`config.mk`:
```
export PLATFORM = sky130hd
export DESIGN_NAME = axis_wave_source
export DESIGN_NICKNAME = d
export VERILOG_FILES = /design/src/rtl/axis_wave_source.sv
export SDC_FILE = /design/constraint.sdc
export NUM_CORES = 1
export LEC_CHECK = 0
export BUFFER_PORTS_ARGS = -buffer_cell sky130_fd_sc_hd__buf_4
export CORE_MARGIN = 2
export CORE_UTILIZATION = 52
export DETAILED_ROUTE_END_ITERATION = 7
export PLACE_DENSITY = 0.77
export SYNTH_ARGS = -nofsm -noshare
export SYNTH_HDL_FRONTEND = slang
export SYNTH_SLANG_ARGS = --single-unit
```
`constraint.sdc`:
```
create_clock -name aclk -period 4.8 [get_ports aclk]
set_input_delay 0.96 -clock aclk [delete_from_list [all_inputs] [get_ports aclk]]
set_output_delay 0.96 -clock aclk [all_outputs]
set_load 0.1 [all_outputs]
```
`src/rtl/axis_wave_source.sv`:
```
// AXI-Stream waveform source: phase-accumulator samples emitted as fixed-length frames.
// Optional stall counter output enabled by defining AXIS_WAVE_SOURCE_STALL_CNT_EN.
module axis_wave_source #(
    parameter int DATA_SIZE  = 32,
    parameter int ID_SIZE    = 4,
    parameter int PHASE_SIZE = 32,
    parameter int FRAME_LEN  = 256
) (
    input  logic                  aclk,
    input  logic                  areset,
    input  logic                  enable,
    input  logic [PHASE_SIZE-1:0] phase_inc,
    input  logic [1:0]            wave_sel,
    input  logic [ID_SIZE-1:0]    channel_id,
    output logic                  m_tvalid,
    input  logic                  m_tready,
    output logic                  m_tlast,
    output logic [DATA_SIZE-1:0]  m_tdata,
    output logic [ID_SIZE-1:0]    m_tid,
    output logic                  busy,
    output logic [15:0]           frame_count
`ifdef AXIS_WAVE_SOURCE_STALL_CNT_EN
    ,
    output logic [31:0]           stall_count
`endif
);

    localparam int IDX_W = (FRAME_LEN > 1) ? $clog2(FRAME_LEN) : 1;
    localparam logic [IDX_W-1:0] LAST_IDX = IDX_W'(FRAME_LEN - 1);

    localparam logic [1:0] ST_IDLE  = 2'd0;
    localparam logic [1:0] ST_RUN   = 2'd1;
    localparam logic [1:0] ST_DRAIN = 2'd2;

    localparam logic [1:0] WAVE_SAW    = 2'd0;
    localparam logic [1:0] WAVE_TRI    = 2'd1;
    localparam logic [1:0] WAVE_SQUARE = 2'd2;

    logic [1:0]            state_q, state_d;
    logic [PHASE_SIZE-1:0] phase_q, phase_d;
    logic [IDX_W-1:0]      index_q, index_d;
    logic [PHASE_SIZE-1:0] inc_q, inc_d;
    logic [1:0]            sel_q, sel_d;
    logic [ID_SIZE-1:0]    id_q, id_d;
    logic [15:0]           frames_q, frames_d;
    logic                  tvalid_q, tvalid_d;
    logic                  tlast_q, tlast_d;
    logic [DATA_SIZE-1:0]  tdata_q, tdata_d;
    logic [ID_SIZE-1:0]    tid_q, tid_d;
    logic                  accept;
    logic                  load;

    function automatic logic [DATA_SIZE-1:0] wave_sample(
        input logic [PHASE_SIZE-1:0] ph,
        input logic [IDX_W-1:0]      idx,
        input logic [1:0]            sel
    );
        logic [DATA_SIZE-1:0] s;
        case (sel)
            WAVE_SAW:    s = ph[PHASE_SIZE-1 -: DATA_SIZE];
            WAVE_TRI:    s = {ph[PHASE_SIZE-1] ? ~ph[PHASE_SIZE-2 -: DATA_SIZE-1]
                                               :  ph[PHASE_SIZE-2 -: DATA_SIZE-1], 1'b0};
            WAVE_SQUARE: s = ph[PHASE_SIZE-1] ? '0 : '1;
            default:     s = DATA_SIZE'(idx);
        endcase
        return s;
    endfunction

    assign accept = tvalid_q & m_tready;

    // NOTE: every signal written here gets a default first, so no path can infer a latch.
    always_comb begin
        state_d  = state_q;
        phase_d  = phase_q;
        index_d  = index_q;
        inc_d    = inc_q;
        sel_d    = sel_q;
        id_d     = id_q;
        frames_d = frames_q;
        tvalid_d = tvalid_q;
        load     = 1'b0;

        case (state_q)
            ST_IDLE: begin
                if (enable) begin
                    state_d = ST_RUN;
                    phase_d = '0;
                    index_d = '0;
                    inc_d   = phase_inc;
                    sel_d   = wave_sel;
                    id_d    = channel_id;
                    load    = 1'b1;
                end
            end
            ST_RUN, ST_DRAIN: begin
                if (accept) begin
                    // Phase advances by the step of the frame just accepted, before re-latching.
                    phase_d = phase_q + inc_q;
                    if (tlast_q) begin
                        index_d  = '0;
                        frames_d = frames_q + 16'd1;
                        inc_d    = phase_inc;
                        sel_d    = wave_sel;
                        id_d     = channel_id;
                        if ((state_q == ST_RUN) && enable) begin
                            load = 1'b1;
                        end else begin
                            state_d  = ST_IDLE;
                            tvalid_d = 1'b0;
                        end
                    end else begin
                        index_d = index_q + 1'b1;
                        load    = 1'b1;
                        if (!enable) state_d = ST_DRAIN;
                    end
                end else if (!enable) begin
                    state_d = ST_DRAIN;
                end
            end
            default: state_d = ST_IDLE;
        endcase

        tdata_d = tdata_q;
        tlast_d = tlast_q;
        tid_d   = tid_q;
        if (load) begin
            tvalid_d = 1'b1;
            tdata_d  = wave_sample(phase_d, index_d, sel_d);
            tlast_d  = (index_d == LAST_IDX);
            tid_d    = id_d;
        end
    end

    // NOTE: sequential state uses non-blocking assignments so every register samples pre-edge values.
    always_ff @(posedge aclk) begin
        if (areset) begin
            state_q  <= ST_IDLE;
            phase_q  <= '0;
            index_q  <= '0;
            inc_q    <= '0;
            sel_q    <= '0;
            id_q     <= '0;
            frames_q <= '0;
            tvalid_q <= 1'b0;
            tlast_q  <= 1'b0;
            tdata_q  <= '0;
            tid_q    <= '0;
        end else begin
            state_q  <= state_d;
            phase_q  <= phase_d;
            index_q  <= index_d;
            inc_q    <= inc_d;
            sel_q    <= sel_d;
            id_q     <= id_d;
            frames_q <= frames_d;
            tvalid_q <= tvalid_d;
            tlast_q  <= tlast_d;
            tdata_q  <= tdata_d;
            tid_q    <= tid_d;
        end
    end

`ifdef AXIS_WAVE_SOURCE_STALL_CNT_EN
    logic [31:0] stall_q;

    always_ff @(posedge aclk) begin
        if (areset) begin
            stall_q <= '0;
        end else if (tvalid_q && !m_tready && (stall_q != 32'hFFFF_FFFF)) begin
            stall_q <= stall_q + 32'd1;
        end
    end

    assign stall_count = stall_q;
`endif

    assign m_tvalid    = tvalid_q;
    assign m_tlast     = tlast_q;
    assign m_tdata     = tdata_q;
    assign m_tid       = tid_q;
    assign busy        = (state_q != ST_IDLE);
    assign frame_count = frames_q;

endmodule

```
==> metrics.txt, run 1 <==
CP startpoint=phase_q[16]; Post CTS Setup Buffer Count=0; Worst-Margin Slew=between 1 and 1.5 ns; Layout Skew=roughly 0.0082 ns; Reg2Reg Setup Slack=between 0.9 and 1 ns; total grt overflow=0; period utilization=0.807; post-synthesis cell type count=between 70 and 80; Internal=~2200 uW; number of enable flip-flop cells after synthesis=0; Non-Filler Instances=roughly 1300; power per cell area=roughly 340 nW/um^2; critical path capture point type=flop; P&R area growth vs syn=17.8%; CTS tree=done; num rows=44; CTS sink count=about 130; placed cell count=between 1000 and 1500; Worst EP required=between 5 and 6 ns; Hold EP=inc_q[9]; post-layout min period=roughly 3.9 ns; I/O pin total=between 90 and 100; Hold Fails Final Rpt=0; Hold Crit Depth=2; 1st-pass router iterations=6; Initial Utilization=0.538; Setup TNS=0 ns; Max IR drop VDD=0.000251 V; Layout Nets=about 1200; hold path start=inc_q[9]; Clock Power Share=0.417; switch share=0.317; GRT Resource Usage Total=0.288; via count=around 7900; RSZ-0062 raised after global routing=false; most common cell after layout, fill and taps aside=nand2_1; clock slew at reported path FFs=0.06 ns; Post-Synthesis Cells=just over 1000; Max H-tree Level=4; CTS-repair resized insts=0; Sequential Power Share=0.382; core footprint=14600 um^2; Max Root-Sink Buffers=2; initial antenna violation count=0; Syn Area/Cell=between 7 and 8 um^2; crit path DAT=4.24 ns; Hold-fix buffers, CTS=0; Ys Warns=0; Cell Area, Synth=approximately 7900 um^2; number of global-route vias before repair=~7200; IO Port Bufs=96; DIE HEIGHT=between 100 and 150 um; kind of start point of the critical path=flop; Max Cap Viol=0; worst r2r path cells=10; Mapped Nets=between 1000 and 1500; Hold Crit Class=flop to flop; Yosys reg bits=134; Psw=about 1000 uW; Max Freq=roughly 0.26 GHz; Remaining DRCs=0; vias per cell=about 6.3; most frequent cells in the layout=nand2_1, dfxtp_1, nor2_1; cell leakage power=roughly 0.0038 uW; largest net degree at the start of global routing=90; Final Max Slew Viols=0; CTS root buffer=clkbuf_16; wire per inst=roughly 18 um; antenna-violating nets left=0; Sequential Area=approximately 2700 um^2; CTS buffer count=17; gpl congestion=~0.94; share of cells above drive strength 1=0.152; Combinational Power Share=0.200; Clock Latency Late Sink=around 0.43 ns; Primary FF master, synth=dfxtp_1; first-pass GRT wire length=around 37000 um; worst r2r src=phase_q[16]; status=finished clean; chip width=between 100 and 150 um; final setup fails=0; Critical R2R Capture=m_tdata[28]; Max-slew headroom=0.254; worst-path fanout max=17; Async SR Flop Fraction=0; die footprint=16100 um^2; fillers=1287; initial drt markers=~740; area of the multi-input gates=4890 um^2; Diodes inserted=0; final wirelength=roughly 23000 um; WHS=0.462 ns; DP HPWL=between 15000 and 20000 um; Seq/Total Area, Yosys=0.341; Worst Setup Path Type=flop to flop
power groups by stage:
| stage | Clock (uW) | Combinational (uW) | Sequential (uW) |
|---|---|---|---|
| 2_1_floorplan | 0 | 275 | 1410 |
| 3_3_place_gp | 0 | 620 | 1230 |
| 3_5_place_dp | 0 | 627 | 1230 |
| 4_1_cts | 1330 | 629 | 1210 |
| 5_1_grt | 1380 | 676 | 1210 |
| 6_report | 1320 | 633 | 1210 |
metrics by stage:
step / power (uW) / instance area, um^2 / worst slack (ns) / utilization
after floorplan: 1690 / 7880 / 1.71 / -
after global placement: 1850 / 8680 / 1.15 / 0.593
after detailed placement: 1860 / 8680 / 1.03 / 0.593
after CTS: 3170 / 9280 / 1.06 / 0.633
after global routing: 3270 / 9280 / 0.757 / 0.633
final: 3160 / 9280 / 0.928 / 0.633
sequential cells by signal (all words and copies together) (netlist names):
signal and flops:
m_tlast 1, phase_q 32, id_q 4, m_tid 4, m_tdata 32, sel_q 2, index_q 8, inc_q 32
m_tvalid 1, state_q 2, frame_count 16
cell usage after synthesis (all sizes together) (4+ instances only):
library cell	instances	area, um^2
o21a	7	52.6
or2	4	25.0
a21oi	85	433
nor2	126	478
a2111oi	4	72.6
a211oi	15	118
o221ai	5	43.8
ha	36	450
a21o	16	120
and2	5	31.3
a31oi	14	87.6
o31ai	7	52.6
o22ai	6	37.5
xnor2	28	245
o21ai	51	267
o211ai	5	42.5
a221oi	4	35.0
and3	14	87.6
or3	7	43.8
o21bai	5	37.5
o2111ai	4	35.0
nor2b	9	56.3
clkbuf	49	186
xor2	21	184
nor4	4	31.3
a32oi	11	96.3
a22oi	28	210
nand2	146	548
a32o	4	40.0
inv	15	56.3
nand4	18	113
nor3	24	141
a211o	5	43.8
mux2i	4	43.8
dfxtp	134	2680
nand3	33	165
buf	9	71.3
o311ai	5	51.3
cell families (layout without fill, tap and decap cells):
group	Yosys count	count (layout)	synth area share
AO/OA/AOI/OAI	305	305	0.266
adder cells (fa/ha/maj)	37	37	0.0597
multiplexers	6	6	0.00890
flip-flops	134	134	0.341
XOR/XNOR	49	49	0.0545
AND/OR/NAND/NOR	402	402	0.230
buffers and inverters	73	153	0.0399
metal layers:
metal / wire [um] / vias to the layer above / GRT usage
met4: 595 / 0 / 0.103
met2: 10700 / 378 / 0.459
li1: - / 3812 / -
met3: 1950 / 52 / 0.0582
met1: 10000 / 3703 / 0.391
met5: 0 / - / 0
layout make-up:
type	instances	area share
multi-input cells	799	0.528
well taps	184	0.0248
repair buffers	107	0.0880
flip-flops and latches	134	0.289
clock buffers	19	0.0478
inverters	15	0.00607
clock inverters	12	0.0166
worst max path at each step:
stage	endpoint	depth (start not counted)
2_1_floorplan	m_tdata[24]	7
3_3_place_gp	m_tdata[18]	8
3_5_place_dp	m_tdata[18]	8
5_1_grt	m_tdata[18]	9
4_1_cts	m_tdata[28]	10
6_report	m_tdata[28]	10
critical path, stage by stage (launching register included):
cell and delay [ns]:
dfxtp_1 0.31, ha_1 0.37, a21oi_1 0.36, o2111ai_1 0.20, a31o_1 0.28, a221o_1 0.42, o21ai_4 0.27, mux2i_2 0.94
nand3_1 0.32, a21boi_0 0.21, nand3_1 0.12
(Power assumes the default switching activity.)
==> run 2: changes to the inputs <==
- PLACE_DENSITY: 0.77 -> 0.79
- clock period: 4.8 -> 3.3 ns (I/O delays scaled with it)
==> run 2 against run 1 <==
- utilization is 4.0 points higher
- global-route usage up 0.53 points
- sequential share of layout area shrank 1.7 points
- final area grew 6.3%
- largest cell class unchanged
- routed wire length increased by 4.3%
- critical endpoint is now m_tdata[3]
==> metrics.txt, run 2 (same netlist as run 1, synthesis figures left out) <==
total grt overflow=0 (unchanged); status=finished clean; Diodes inserted=0 (unchanged); Final Max Slew Viols=0 (unchanged); switch share=0.333 (+0.0155); P&R area growth vs syn=25.2%; CTS buffer count=17 (unchanged); DP HPWL=17100 um (+4.6%); crit path DAT=3.62 ns (-0.62 ns); Max IR drop VDD=0.000431 V (+71%); Internal=3120 uW (+44%); placed cell count=1289 (+4.0%); Initial Utilization=0.538 (unchanged); critical path capture point type=flop; Hold-fix buffers, CTS=0 (unchanged); antenna-violating nets left=0 (unchanged); Max Freq=0.304 GHz (+18%); post-layout min period=3.28 ns (-0.588 ns); number of global-route vias before repair=7624 (+5.4%); Psw=1560 uW (+55%); most common cell after layout, fill and taps aside=buf_4; Worst Setup Path Type=flop to flop; CTS sink count=134 (unchanged); CTS tree=done; Clock Latency Late Sink=0.44 ns (about the same); Max Root-Sink Buffers=2 (unchanged); final wirelength=24300 um (+4.3%); cell leakage power=0.00407 uW (+7.3%); GRT Resource Usage Total=0.294 (+0.00529); first-pass GRT wire length=38000 um (+2.2%); num rows=44 (unchanged); share of cells above drive strength 1=0.209 (+0.0573); IO Port Bufs=96 (unchanged); CTS root buffer=clkbuf_16; Worst EP required=3.63 ns (-1.54 ns); largest net degree at the start of global routing=42 (-53%); I/O pin total=97 (unchanged); final setup fails=0 (unchanged); DIE HEIGHT=127 um (unchanged); Max Cap Viol=0 (unchanged); initial antenna violation count=0 (unchanged); vias per cell=6.21 (-0.81%); most frequent cells in the layout=buf_4, nand2_1, dfxtp_1; Hold Fails Final Rpt=0 (unchanged); Hold Crit Class=flop to flop; clock slew at reported path FFs=0.06 ns (about the same); Sequential Power Share=0.377 (-0.005); kind of start point of the critical path=flop; power per cell area=474 nW/um^2 (+39%); gpl congestion=0.967 (+2.9%); worst-path fanout max=16 (-1); Max-slew headroom=0.479 (+0.225); Non-Filler Instances=1326 (+4.4%); via count=8228 (+3.6%); period utilization=0.995 (+0.189); chip width=127 um (unchanged); Worst-Margin Slew=0.775 ns (-0.322 ns); Clock Power Share=0.411 (-0.006); core footprint=14600 um^2 (unchanged); Layout Nets=1208 (+4.8%); Layout Skew=0.00916 ns (+0.000991 ns); wire per inst=18.3 um (-0.12%); Combinational Power Share=0.212 (+0.012); die footprint=16100 um^2 (unchanged); Remaining DRCs=0 (unchanged); initial drt markers=827 (+12%); 1st-pass router iterations=8 (+2); Setup TNS=0 ns (unchanged); Max H-tree Level=4 (unchanged)
==> run 2: changes by cell type in the layout (fill, tap and decap cells not counted), moves of 3 or more <==
cell        delta
buf_4         +53
clkinv_4       +3
ha_1           -7
inv_6          +4
ha_4           +6
a21oi_2        +3
clkinvlp_4     -3
a21oi_1        -4
==> run 2: metrics by stage <==
step | worst slack [ns] | hold slack (ns) | util | instance area (um^2) | power (uW)
6_report | 0.0155 | 0.460 | 0.673 | 9860 | 4670
3_3_place_gp | 0.143 | 0.450 | 0.620 | 9080 | 2730
3_5_place_dp | -0.0134 | 0.446 | 0.620 | 9080 | 2750
2_1_floorplan | 0.211 | 0.440 | - | 7880 | 2450
4_1_cts | 0.00468 | 0.461 | 0.661 | 9670 | 4650
5_1_grt | -0.149 | 0.481 | 0.673 | 9860 | 4820
==> run 2: timing repair <==
item                                    CTS  global route
pin swaps                                 1             8
endpoints found under the hold margin     0             0
gates resized for setup                   1            26
endpoints found under the setup margin    2            28
setup buffers                             0             5
==> run 2: worst max-delay path, cell delays in order (launching register included) <==
cell and delay [ns]:
dfxtp_1 0.34, ha_4 0.32, nand4_1 0.17, a21oi_2 0.28, o311ai_2 0.11, buf_4 0.17, a2111oi_4 0.49, o21ai_4 0.15
mux2_4 0.40, buf_12 0.18, o221ai_1 0.21, o21ai_1 0.10, a32o_1 0.26
==> run 2: layout make-up <==
class	count	area, um^2
inverter	15	56.3
fill	1224	4780
timing repair buffer	162	1250
clock inverter	15	169
tap	184	230
clock buffer	17	425
multi-input combinational	799	5040
sequential	134	2680
==> run 2: path summary, 6_finish.rpt <==
check                                 from          to  slack [ns]  depth (start not counted)
worst max-delay path            phase_q[4]  m_tdata[3]        0.02                         12
worst min-delay path             inc_q[29]   inc_q[29]        0.46                          2
worst max register to register  phase_q[4]  m_tdata[3]        0.02                         12
worst min register to register   inc_q[29]   inc_q[29]        0.46                          2
==> run 2: layer usage <==
| metal | vias up | part of all wire | track usage |
|---|---|---|---|
| li1 | 3917 | - | - |
| met1 | 3827 | 0.41 | 0.374 |
| met4 | 0 | 0.039 | 0.119 |
| met3 | 86 | 0.088 | 0.0670 |
| met5 | - | 0 | 0 |
| met2 | 398 | 0.46 | 0.484 |
==> run 2: power groups by stage <==
| stage | Sequential (uW) | Combinational, uW | Clock, uW |
|---|---|---|---|
| finish | 1760 | 990 | 1920 |
| global route | 1770 | 1050 | 2000 |
| CTS | 1760 | 964 | 1930 |
| detailed placement | 1790 | 956 | 0 |
| global placement | 1790 | 946 | 0 |
| floorplan | 2060 | 400 | 0 |
